$ cat src/rtl/gsc_pkg.sv
// Shared types and motor command constants for the goal-seek controller.
// GSC_SEARCH_TIMEOUT_EN adds the FAULT state used by the search timeout.
package gsc_pkg;

   typedef enum logic [2:0] {
      S_IDLE    = 3'd0,
      S_SWEEP   = 3'd1,
      S_ALIGN   = 3'd2,
      S_BACKOFF = 3'd3,
      S_PAUSE   = 3'd4,
      S_DONE    = 3'd5
`ifdef GSC_SEARCH_TIMEOUT_EN
      , S_FAULT = 3'd6
`endif
   } gsc_state_e;

   typedef struct packed {
      logic       fwd_a;
      logic       fwd_b;
      logic       bwd_a;
      logic       bwd_b;
      logic [1:0] duty_a;
      logic [1:0] duty_b;
   } motor_cmd_t;

   // NUDGE is a spin at the higher duty; its direction follows the sweep.
   localparam motor_cmd_t STOP    = motor_cmd_t'({4'b0000, 2'b00, 2'b00});
   localparam motor_cmd_t SPIN_R  = motor_cmd_t'({4'b1001, 2'b01, 2'b01});
   localparam motor_cmd_t SPIN_L  = motor_cmd_t'({4'b0110, 2'b01, 2'b01});
   localparam motor_cmd_t NUDGE_R = motor_cmd_t'({4'b1001, 2'b10, 2'b10});
   localparam motor_cmd_t NUDGE_L = motor_cmd_t'({4'b0110, 2'b10, 2'b10});
   localparam motor_cmd_t REVERSE = motor_cmd_t'({4'b0011, 2'b11, 2'b11});

endpackage

$ cat src/rtl/goal_seek_control_if.sv
// Sensor inputs and motor/status outputs of the goal-seek controller.
interface goal_seek_control_if #(
   parameter int unsigned NUM_BEACONS = 2
);
   localparam int unsigned SEL_W = $clog2(NUM_BEACONS);

   // All signals are levels sampled on the controller clock; there is no
   // valid/ready pairing, Enable is edge-detected inside the controller.
   logic                   Enable;
   logic                   Pause;
   logic                   Inductance;
   logic [NUM_BEACONS-1:0] IR_Hit;
   logic [SEL_W-1:0]       Target_Sel;
   logic                   Start_Dir;

   logic                   FWD_A;
   logic                   FWD_B;
   logic                   BWD_A;
   logic                   BWD_B;
   logic [1:0]             Duty_SelA;
   logic [1:0]             Duty_SelB;
   logic                   Done;
   logic                   Busy;
   logic                   Fault;
   logic [2:0]             State_Out;

   modport master (
      output Enable, Pause, Inductance, IR_Hit, Target_Sel, Start_Dir,
      input  FWD_A, FWD_B, BWD_A, BWD_B, Duty_SelA, Duty_SelB,
      input  Done, Busy, Fault, State_Out
   );

   modport slave (
      input  Enable, Pause, Inductance, IR_Hit, Target_Sel, Start_Dir,
      output FWD_A, FWD_B, BWD_A, BWD_B, Duty_SelA, Duty_SelB,
      output Done, Busy, Fault, State_Out
   );

endinterface

$ cat src/rtl/gsc_timer.sv
// Loadable, holdable down-counter that saturates at zero.
module gsc_timer #(
   parameter int unsigned CNT_W = 31
) (
   input  logic             clk,
   input  logic             rst_n,
   input  logic             clear_i,
   input  logic             load_i,
   input  logic [CNT_W-1:0] value_i,
   input  logic             dec_i,
   output logic             last_o
);

   logic [CNT_W-1:0] cnt_q, cnt_d;

   always_comb begin
      cnt_d = cnt_q;
      if (clear_i) begin
         cnt_d = '0;
      end else if (load_i) begin
         cnt_d = value_i;
      end else if (dec_i && (cnt_q != '0)) begin
         cnt_d = cnt_q - CNT_W'(1);
      end
   end

   always_ff @(posedge clk) begin
      if (!rst_n) begin
         cnt_q <= '0;
      end else begin
         cnt_q <= cnt_d;
      end
   end

   // High when the count is, or is about to become, zero.
   assign last_o = (cnt_q <= CNT_W'(1));

endmodule

$ cat src/rtl/goal_seek_control.sv
// Beacon-seeking motor controller: sweep, align on target, back off the wire.
// GSC_SEARCH_TIMEOUT_EN adds a sweep timer that ends a fruitless search in FAULT.
module goal_seek_control
   import gsc_pkg::*;
#(
   parameter int unsigned NUM_BEACONS           = 2,
   parameter int unsigned ALIGN_CYCLES          = 100_000_000,
   parameter int unsigned BACKOFF_CYCLES        = 200_000_000,
   parameter int unsigned SEARCH_TIMEOUT_CYCLES = 1_500_000_000,
   parameter int unsigned CNT_W                 = 31
) (
   input  logic                clk,
   input  logic                Reset_n,
   goal_seek_control_if.slave  bus
);

   localparam int unsigned SEL_W = $clog2(NUM_BEACONS);
   localparam longint unsigned MAX_AB =
      (ALIGN_CYCLES > BACKOFF_CYCLES) ? longint'(ALIGN_CYCLES) : longint'(BACKOFF_CYCLES);
   localparam longint unsigned MAX_CYC =
      (MAX_AB > longint'(SEARCH_TIMEOUT_CYCLES)) ? MAX_AB : longint'(SEARCH_TIMEOUT_CYCLES);

   if ((NUM_BEACONS < 2) || (CNT_W < $clog2(MAX_CYC + 1))) begin : g_param_check
      $error("goal_seek_control: NUM_BEACONS or CNT_W out of range");
   end

   gsc_state_e             state_q, state_d;
   gsc_state_e             saved_q, saved_d;
   logic                   dir_q, dir_d;
   logic [SEL_W-1:0]       tgt_q, tgt_d;
   logic                   en_q;
   logic [NUM_BEACONS-1:0] ir_q;
   motor_cmd_t             motor_q, motor_d;
   logic                   done_q, busy_q;

   logic                   act_load, act_dec, act_last;
   logic [CNT_W-1:0]       act_val;
   logic                   en_rise, tgt_hit, nt_rise;
   logic [NUM_BEACONS-1:0] tgt_mask;

   assign en_rise  = bus.Enable && !en_q;
   assign tgt_mask = {{(NUM_BEACONS-1){1'b0}}, 1'b1} << tgt_q;
   assign tgt_hit  = |(bus.IR_Hit & tgt_mask);
   assign nt_rise  = |(bus.IR_Hit & ~ir_q & ~tgt_mask);
   assign act_dec  = bus.Enable && !bus.Pause &&
                     ((state_q == S_ALIGN) || (state_q == S_BACKOFF));

`ifdef GSC_SEARCH_TIMEOUT_EN
   logic srch_load, srch_dec, srch_last;
   assign srch_dec = bus.Enable && !bus.Pause && (state_q == S_SWEEP);
`endif

   always_comb begin
      state_d  = state_q;
      saved_d  = saved_q;
      dir_d    = dir_q;
      tgt_d    = tgt_q;
      act_load = 1'b0;
      act_val  = '0;
`ifdef GSC_SEARCH_TIMEOUT_EN
      srch_load = 1'b0;
`endif
      if (!bus.Enable) begin
         state_d = S_IDLE;
      end else begin
         case (state_q)
            S_IDLE: begin
               if (en_rise) begin
                  state_d = S_SWEEP;
                  tgt_d   = bus.Target_Sel;
                  dir_d   = bus.Start_Dir;
`ifdef GSC_SEARCH_TIMEOUT_EN
                  srch_load = 1'b1;
`endif
               end
            end
            S_SWEEP: begin
               if (bus.Pause) begin
                  state_d = S_PAUSE;
                  saved_d = S_SWEEP;
               end else if (bus.Inductance) begin
                  state_d  = S_BACKOFF;
                  act_load = 1'b1;
                  act_val  = CNT_W'(BACKOFF_CYCLES);
               end else if (tgt_hit) begin
                  state_d  = S_ALIGN;
                  act_load = 1'b1;
                  act_val  = CNT_W'(ALIGN_CYCLES);
`ifdef GSC_SEARCH_TIMEOUT_EN
               end else if (srch_last) begin
                  state_d = S_FAULT;
`endif
               end else if (nt_rise) begin
                  dir_d = ~dir_q;
               end
            end
            S_ALIGN: begin
               if (bus.Pause) begin
                  state_d = S_PAUSE;
                  saved_d = S_ALIGN;
               end else if (bus.Inductance) begin
                  state_d  = S_BACKOFF;
                  act_load = 1'b1;
                  act_val  = CNT_W'(BACKOFF_CYCLES);
               end else if (act_last) begin
                  state_d = S_DONE;
               end
            end
            S_BACKOFF: begin
               if (bus.Pause) begin
                  state_d = S_PAUSE;
                  saved_d = S_BACKOFF;
               end else if (act_last && !bus.Inductance) begin
                  state_d = S_SWEEP;
               end
            end
            S_PAUSE: begin
               if (!bus.Pause) begin
                  state_d = saved_q;
               end
            end
            S_DONE: state_d = S_IDLE;
`ifdef GSC_SEARCH_TIMEOUT_EN
            S_FAULT: state_d = S_FAULT;
`endif
            default: state_d = S_IDLE;
         endcase
      end
   end

   always_comb begin
      motor_d = STOP;
      case (state_q)
         S_SWEEP:   motor_d = dir_q ? SPIN_L : SPIN_R;
         S_ALIGN:   motor_d = dir_q ? NUDGE_L : NUDGE_R;
         S_BACKOFF: motor_d = REVERSE;
         default:   motor_d = STOP;
      endcase
   end

   // Enable history resets high so a level held through reset is not an edge.
   always_ff @(posedge clk) begin
      if (!Reset_n) begin
         state_q <= S_IDLE;
         saved_q <= S_IDLE;
         dir_q   <= 1'b0;
         tgt_q   <= '0;
         en_q    <= 1'b1;
         ir_q    <= '0;
         motor_q <= STOP;
         done_q  <= 1'b0;
         busy_q  <= 1'b0;
      end else begin
         state_q <= state_d;
         saved_q <= saved_d;
         dir_q   <= dir_d;
         tgt_q   <= tgt_d;
         en_q    <= bus.Enable;
         ir_q    <= bus.IR_Hit;
         motor_q <= motor_d;
         done_q  <= (state_q == S_DONE);
         busy_q  <= (state_q != S_IDLE);
      end
   end

   gsc_timer #(.CNT_W(CNT_W)) u_act_timer (
      .clk     (clk),
      .rst_n   (Reset_n),
      .clear_i (!bus.Enable),
      .load_i  (act_load),
      .value_i (act_val),
      .dec_i   (act_dec),
      .last_o  (act_last)
   );

`ifdef GSC_SEARCH_TIMEOUT_EN
   logic fault_q;

   always_ff @(posedge clk) begin
      if (!Reset_n) begin
         fault_q <= 1'b0;
      end else begin
         fault_q <= (state_q == S_FAULT);
      end
   end

   gsc_timer #(.CNT_W(CNT_W)) u_search_timer (
      .clk     (clk),
      .rst_n   (Reset_n),
      .clear_i (!bus.Enable),
      .load_i  (srch_load),
      .value_i (CNT_W'(SEARCH_TIMEOUT_CYCLES)),
      .dec_i   (srch_dec),
      .last_o  (srch_last)
   );

   assign bus.Fault = fault_q;
`else
   assign bus.Fault = 1'b0;
`endif

   assign bus.FWD_A     = motor_q.fwd_a;
   assign bus.FWD_B     = motor_q.fwd_b;
   assign bus.BWD_A     = motor_q.bwd_a;
   assign bus.BWD_B     = motor_q.bwd_b;
   assign bus.Duty_SelA = motor_q.duty_a;
   assign bus.Duty_SelB = motor_q.duty_b;
   assign bus.Done      = done_q;
   assign bus.Busy      = busy_q;
   assign bus.State_Out = state_q;

endmodule

$ cat src/flat_wrapper.sv
// flat-port wrapper written by rule: the top's interface ports become plain ports
module goal_seek_control_flat import gsc_pkg::*;
#(
   parameter int unsigned NUM_BEACONS           = 2,
   parameter int unsigned ALIGN_CYCLES          = 100_000_000,
   parameter int unsigned BACKOFF_CYCLES        = 200_000_000,
   parameter int unsigned SEARCH_TIMEOUT_CYCLES = 1_500_000_000,
   parameter int unsigned CNT_W                 = 31
)
  (clk, Reset_n, bus_Enable, bus_Pause, bus_Inductance, bus_IR_Hit, bus_Target_Sel, bus_Start_Dir, bus_FWD_A, bus_FWD_B, bus_BWD_A, bus_BWD_B, bus_Duty_SelA, bus_Duty_SelB, bus_Done, bus_Busy, bus_Fault, bus_State_Out);
  goal_seek_control_if #(.NUM_BEACONS(NUM_BEACONS)) bus_i ();
  input  logic clk;
  input  logic Reset_n;
  input wire logic [$bits(bus_i.Enable)-1:0] bus_Enable;
  input wire logic [$bits(bus_i.Pause)-1:0] bus_Pause;
  input wire logic [$bits(bus_i.Inductance)-1:0] bus_Inductance;
  input wire logic [$bits(bus_i.IR_Hit)-1:0] bus_IR_Hit;
  input wire logic [$bits(bus_i.Target_Sel)-1:0] bus_Target_Sel;
  input wire logic [$bits(bus_i.Start_Dir)-1:0] bus_Start_Dir;
  output wire logic [$bits(bus_i.FWD_A)-1:0] bus_FWD_A;
  output wire logic [$bits(bus_i.FWD_B)-1:0] bus_FWD_B;
  output wire logic [$bits(bus_i.BWD_A)-1:0] bus_BWD_A;
  output wire logic [$bits(bus_i.BWD_B)-1:0] bus_BWD_B;
  output wire logic [$bits(bus_i.Duty_SelA)-1:0] bus_Duty_SelA;
  output wire logic [$bits(bus_i.Duty_SelB)-1:0] bus_Duty_SelB;
  output wire logic [$bits(bus_i.Done)-1:0] bus_Done;
  output wire logic [$bits(bus_i.Busy)-1:0] bus_Busy;
  output wire logic [$bits(bus_i.Fault)-1:0] bus_Fault;
  output wire logic [$bits(bus_i.State_Out)-1:0] bus_State_Out;
  assign bus_i.Enable = bus_Enable;
  assign bus_i.Pause = bus_Pause;
  assign bus_i.Inductance = bus_Inductance;
  assign bus_i.IR_Hit = bus_IR_Hit;
  assign bus_i.Target_Sel = bus_Target_Sel;
  assign bus_i.Start_Dir = bus_Start_Dir;
  assign bus_FWD_A = bus_i.FWD_A;
  assign bus_FWD_B = bus_i.FWD_B;
  assign bus_BWD_A = bus_i.BWD_A;
  assign bus_BWD_B = bus_i.BWD_B;
  assign bus_Duty_SelA = bus_i.Duty_SelA;
  assign bus_Duty_SelB = bus_i.Duty_SelB;
  assign bus_Done = bus_i.Done;
  assign bus_Busy = bus_i.Busy;
  assign bus_Fault = bus_i.Fault;
  assign bus_State_Out = bus_i.State_Out;
  goal_seek_control #(.NUM_BEACONS(NUM_BEACONS), .ALIGN_CYCLES(ALIGN_CYCLES), .BACKOFF_CYCLES(BACKOFF_CYCLES), .SEARCH_TIMEOUT_CYCLES(SEARCH_TIMEOUT_CYCLES), .CNT_W(CNT_W)) u_core (.clk(clk), .Reset_n(Reset_n), .bus(bus_i));
endmodule
$ cat config.mk
export PLATFORM = sky130hd
export DESIGN_NAME = goal_seek_control_flat
export DESIGN_NICKNAME = d
export VERILOG_FILES = /design/src/rtl/gsc_pkg.sv /design/src/rtl/goal_seek_control_if.sv /design/src/rtl/gsc_timer.sv /design/src/rtl/goal_seek_control.sv /design/src/flat_wrapper.sv
export SDC_FILE = /design/constraint.sdc
export NUM_CORES = 1
export LEC_CHECK = 0
export ABC_AREA = 1
export CAP_MARGIN = 15
export CORE_ASPECT_RATIO = 2
export CORE_MARGIN = 5
export CORE_UTILIZATION = 35
export CTS_CLUSTER_DIAMETER = 100
export CTS_CLUSTER_SIZE = 8
export DETAILED_ROUTE_END_ITERATION = 6
export GPL_ROUTABILITY_DRIVEN = 0
export PLACE_DENSITY = 0.52
export SLEW_MARGIN = 20
export SYNTH_ARGS = -nofsm -noshare
export SYNTH_HDL_FRONTEND = slang
export SYNTH_SLANG_ARGS = --single-unit
$ cat constraint.sdc
create_clock -name clk -period 2.75 [get_ports clk]
set_clock_uncertainty 0.2 [all_clocks]
set_input_delay 0.275 -clock clk [delete_from_list [all_inputs] [get_ports clk]]
set_output_delay 0.275 -clock clk [all_outputs]
set_load 0.1 [all_outputs]
* After elaboration in Yosys (flattened, before gate mapping) *
Cells that the tools add are included.

storage, ports and cells
  bits in registers = 52
  bits in latches = 0
  bits in writable memories = 0
  bits in read-only memories = 0
  bits of input ports = 9
  output and inout port bits = 14
  logic and storage cells = 102
  memories = 0

operators by class
  $add $sub $neg = 1
  $mul = 0
  div/mod/pow operators = 0
  order comparisons = 1
  equality and inequality tests = 17
  shift-type cells = 1
  mux-type cells = 39
  bitwise gates (word level) = 6
  reductions and logical operators = 22

operators with widths
  cell                                                              count
  two-way mux 31 bit                                                5
  one-hot mux 31 bit (2 select lines)                               1
  two-way mux 3 bit                                                 13
  less-or-equal comparator 31 x 1 -> 1 bit (second input constant)  1
  nonzero test 31 bit                                               1
  subtractor 31 x 1 -> 31 bit (second input constant)               1
  two-way mux 28 bit                                                1
  two-way mux 27 bit                                                1
  one-hot mux 8 bit (3 select lines)                                1
  two-way mux 8 bit                                                 2
  one-hot mux 3 bit (5 select lines)                                1
  inequality test 2 bit (second input constant)                     7
  two-way mux 1 bit                                                 11
  AND reduction 5 bit                                               2
  one-hot mux 3 bit (3 select lines)                                1
  inequality test 4 x 3 -> 1 bit (second input constant)            2
  AND reduction 7 bit                                               1
  bitwise AND 2 bit                                                 3
  equality test 3 x 2 -> 1 bit (second input constant)              2
  equality test 3 bit (second input constant)                       2
  nonzero test 3 bit                                                2
  logical AND 1 bit                                                 5
  inequality test 2 x 1 -> 1 bit (second input constant)            2
  NOT 2 bit                                                         2
  12 further kinds                                                  17

* Longest topological paths before layout *
  depth after elaboration = 9
  depth in mapped cells = 13
  gate-level depth less buffers = 12

* Hierarchy *
A second synthesis with hierarchy kept.

unflattened totals
  cells, all modules = 547
  area, all modules = 3,333.2 um2

by module, submodules not included
  module             instances  cells each  area each (um2)  seq. area each (um2)
  gsc_timer          1          403         2,391.0          620.6
  goal_seek_control  1          144         942.2            360.3

* Least setup slack after synthesis *
Ideal clock, no wire load.

  path type = register to register
  start point = reg u_core.state_q[0], in the netlist u_core.bus.State_Out[0]
  end point = reg u_core.u_act_timer.cnt_q[23]
  setup time = 70 ps
  data arrival time = 2,156 ps
  required time = 2,480 ps
  slack = 324 ps
  cell stages (with the launch flop) = 13
  buffers on the path = 2
  clock period less this slack = 2,426 ps
  cell sequence = dfxtp_1 > inv_2 > nor2_4 > nand2_2 > nor2_2 > nand2_1 > nand2_1 > nand2_2 > buf_6 > buf_6 > nand3_1 > nand2_1 > a21oi_2

on the way
  longest elaborated chain between the ends = 5
  elaborated cells between the ends (all ways) = 11
  classes of those cells = 3 x eq/ne; 4 x mux; 4 x reduce/logical

ends and longest elaborated chain
  item                                                        RTL line                  text
  start: declaration                                          goal_seek_control.sv:27   gsc_state_e state_q, state_d;
  start signal: assignment                                    goal_seek_control.sv:154  state_q <= state_d;
  branches (longest 5 deep; another with two-way mux 31 bit)  n/a
  end signal: assignment                                      gsc_timer.sv:31           cnt_q <= cnt_d;
  end: declaration                                            gsc_timer.sv:14           logic [CNT_W-1:0] cnt_q, cnt_d;

Parallel ways; which one is timed is not known.
A chain may end at the register's enable or synchronous reset.

* Final worst setup path *
  start point = reg u_core.u_act_timer.cnt_q[8]
  end point = reg u_core.state_q[2], in the netlist u_core.bus.State_Out[2]

on the way
  longest elaborated chain between the ends = 4
  elaborated cells between the ends (all ways) = 5
  classes of those cells = 1 x order compare; 2 x eq/ne; 2 x reduce/logical

ends and longest elaborated chain
  item                                        RTL line                  text
  less-or-equal comparator 31 x 1 -> 1 bit *  gsc_timer.sv:36           assign last_o = (cnt_q <= CNT_W'(1));
  logical AND 1 bit                           goal_seek_control.sv:113  end else if (act_last && !bus.Inductance) begin
  inequality test 3 bit (no line)             n/a
  AND reduction 5 bit (no line) *             n/a

Mark *: on every way between the ends. The rest lies on a longest branch, timed or not.

==> reports/results.txt <==
Clk Tree Root Cell = clkbuf_16
Worst path slowest cell = dfxtp_1
die height = 141 um
status = finished, final reports clean
hold path endpoint = u_core.u_act_timer.cnt_q[1]
Final nets = 523
Ant. Diodes = 0
Clock transition at path regs = 0.07 ns
FFs w/ async S/R, synth = 0
Largest stage delay, worst path = 0.38 ns
I/O Buffers = 21
# DRC = 0
setup_tns = 0 ns
#FFs+latches synth = 49
syn_nets = 499
Crit Path Class = reg2reg
Final Hold Vio Count = 0
io pins = 23
YS warnings = 0
area share of the largest cell type after synthesis = 0.326
crit-path leading delay family = simple AND/OR/NAND/NOR gates
fmax = 443 MHz
Sw Ratio = 0.338
number of antenna violations at the first check in global routing = 0
synth unique cells = 34
Post-CTS Setup Inserts = 0
sequential share of power = 0.417
HPWL after detailed placement = 7770 um
global-route wire length before repair = 15200 um
number of gates resized after CTS = 0
Syn Inst Count = 487
top cells by area, synth = dfxtp_1, nand2_1, nor2_1
1st-pass router iterations = 4
top-count cell post-synth = nand2_1
initial core utilization = 0.353
CP Launch Point = u_core.u_act_timer.cnt_q[8]
starting DRC count in detailed routing = 160
Fin Hold WS = 0.288 ns
fraction of layout cells with a size suffix above 1 = 0.117
HP Class = reg2reg
largest net degree at the start of global routing = 17
die width = 75.6 um
Max VDD drop = 0.306 mV
Core Rows = 48
period utilization = 0.821
Vias/cell = 5.07
total grt overflow = 0
DR WL/cell = 15.8 um
TritonCTS clock tree = built
Post-synth EDFFs = 0
core region area = 8530 um2
CP Capture Type = flop
WL final = 9650 um
CP Cell Sequence = nor2_1 -> nand2_1 -> nor2_1 -> nand2_1 -> nor2_1 -> nor2_1 -> nand2_1 -> nand2_1 -> nand2_1 -> nand2_1 -> nor2_1
main flop type after synthesis = dfxtp_1
CTS Buf Count = 5
worst r2r src = u_core.u_act_timer.cnt_q[8]
Synth Cell Area = 3010 um2
CP Launch Type = flop
R2R cell count = 11
required time of the worst setup path = 2.78 ns
# clock sinks = 49
Synth area leader = dfxtp_1
Pint = 1.19 mW
Skew-Pair Late Insertion Delay = 0.29 ns
Max Cap Violations = 0
Worst path most repeated cell = nand2_1
Worst Path Buf+Inv = 0
sequential fraction of the synthesis area = 0.326
Area Overhead vs Synth = 14.1%
CTS Hold Bufs = 0
Max Transition Viols Final = 0
Leak Pwr = 1.67 nW
Clock power frac = 0.351
combinational power share = 0.232
Syn Area/Cell = 6.18 um2
setup violators final = 0
vias in the first global route = 3060
Power Density = 521 nW/um2
FF-to-FF setup slack = 0.49 ns
WHS Path Cells = 2
Crit Reg-Reg Endpoint = u_core.bus.State_Out[2]
Tmin final = 2.26 ns
unrepaired setup endpoints after global routing = false
Commonest cells post-synth = nand2_1, nor2_1, dfxtp_1, inv_1, nand3_1
Die ar. = 10700 um2
gr usage total = 0.191
switching power of the nets = 0.605 mW
hold_sp = u_core.u_act_timer.cnt_q[1]
WP data arrival = 2.29 ns
maximum fanout along the worst path = 5
post-route ant nets = 0
CTS H-tree depth = 2
total number of vias = 3103
Max clock buf depth = 2
==> registers in the layout, summed over array words and instances (netlist names), 2 cells and up <==
register	count
u_core.ir_q	2
u_core.u_act_timer.cnt_q	31
u_core.saved_q	2
u_core.bus.Duty_SelB	2
u_core.bus.State_Out	3
==> how the worst max path moves through the flow <==
stage                                        end  slack [ns]  cells after the start
floorplan           u_core.u_act_timer.cnt_q[23]        0.32                     12
global placement     u_core.u_act_timer.cnt_q[9]        0.41                      9
detailed placement  u_core.u_act_timer.cnt_q[27]        0.36                     10
CTS                      u_core.bus.State_Out[2]        0.45                     11
global route             u_core.bus.State_Out[2]        0.25                     10
finish                   u_core.bus.State_Out[2]        0.49                     11
==> tightest hold or removal path, stage by stage (launching register included) <==
cell and delay (ns):
dfxtp_1 0.33, nand2_1 0.07, a21oi_1 0.05
==> routing by layer <==
| metal | wire length [um] | GRT usage | vias to the layer above |
|---|---|---|---|
| met5 | 0 | 0 | - |
| met4 | 607 | 0.126 | 0 |
| met3 | 276 | 0.0228 | 37 |
| met2 | 5530 | 0.372 | 68 |
| met1 | 3240 | 0.168 | 1416 |
| li1 | - | - | 1582 |
==> layout make-up <==
cell class / instances / area, um2
fill: 955 / 5090
multi-input combinational: 374 / 1740
sequential: 49 / 981
timing repair buffer: 30 / 245
inverter: 51 / 193
clock buffer: 5 / 125
tap: 100 / 125
clock inverter: 3 / 22.5
==> kinds of logic (layout without fill, tap and decap cells) <==
group,count (synthesis),count (layout),share of synthesized area
other,1,1,0.00125
AOI/OAI and AO/OA,51,51,0.105
adders and majority gates,3,3,0.0125
and+or+nand+nor,313,313,0.443
buffers and inverters,64,89,0.0951
DFF,49,49,0.326
xor gates and xnor gates,6,6,0.0175
==> power groups by stage <==
stage          combinational, mW  clock [mW]  sequential, mW
6_report                   0.415       0.628           0.748
5_1_grt                    0.456       0.675           0.750
4_1_cts                    0.417       0.644           0.748
3_5_place_dp               0.416           0           0.764
3_3_place_gp               0.415           0           0.764
2_1_floorplan              0.248           0           0.823
==> through the flow <==
stage | setup slack, ns | cells | utilization | total power, mW | area, um2
after CTS | 0.451 | 612 | 0.403 | 1.81 | 3440
after global routing | 0.247 | 612 | 0.403 | 1.88 | 3440
after detailed placement | 0.363 | 604 | 0.386 | 1.18 | 3290
final | 0.491 | 612 | 0.403 | 1.79 | 3440
after global placement | 0.415 | 604 | 0.386 | 1.18 | 3290
after floorplan | 0.324 | 487 | - | 1.07 | 3010
==> cell usage in the layout (no fill, tap or decap), drive strengths merged <==
cell type,count
o21ai,23
nor4,1
o21bai,1
nor3b,1
a21oi,21
a211oi,1
conb,1
inv,50
o2111ai,2
clkbuf,5
a221oi,1
clkinv,1
nand2,132
or2,3
o22ai,2
clkdlybuf4s50,8
nand3b,3
dfxtp,49
ha,3
xnor2,3
clkinvlp,3
nand3,34
nor3,6
xor2,3
buf,22
nand4,10
nor2,123
Note: power is estimated with default switching activity, not from simulation.
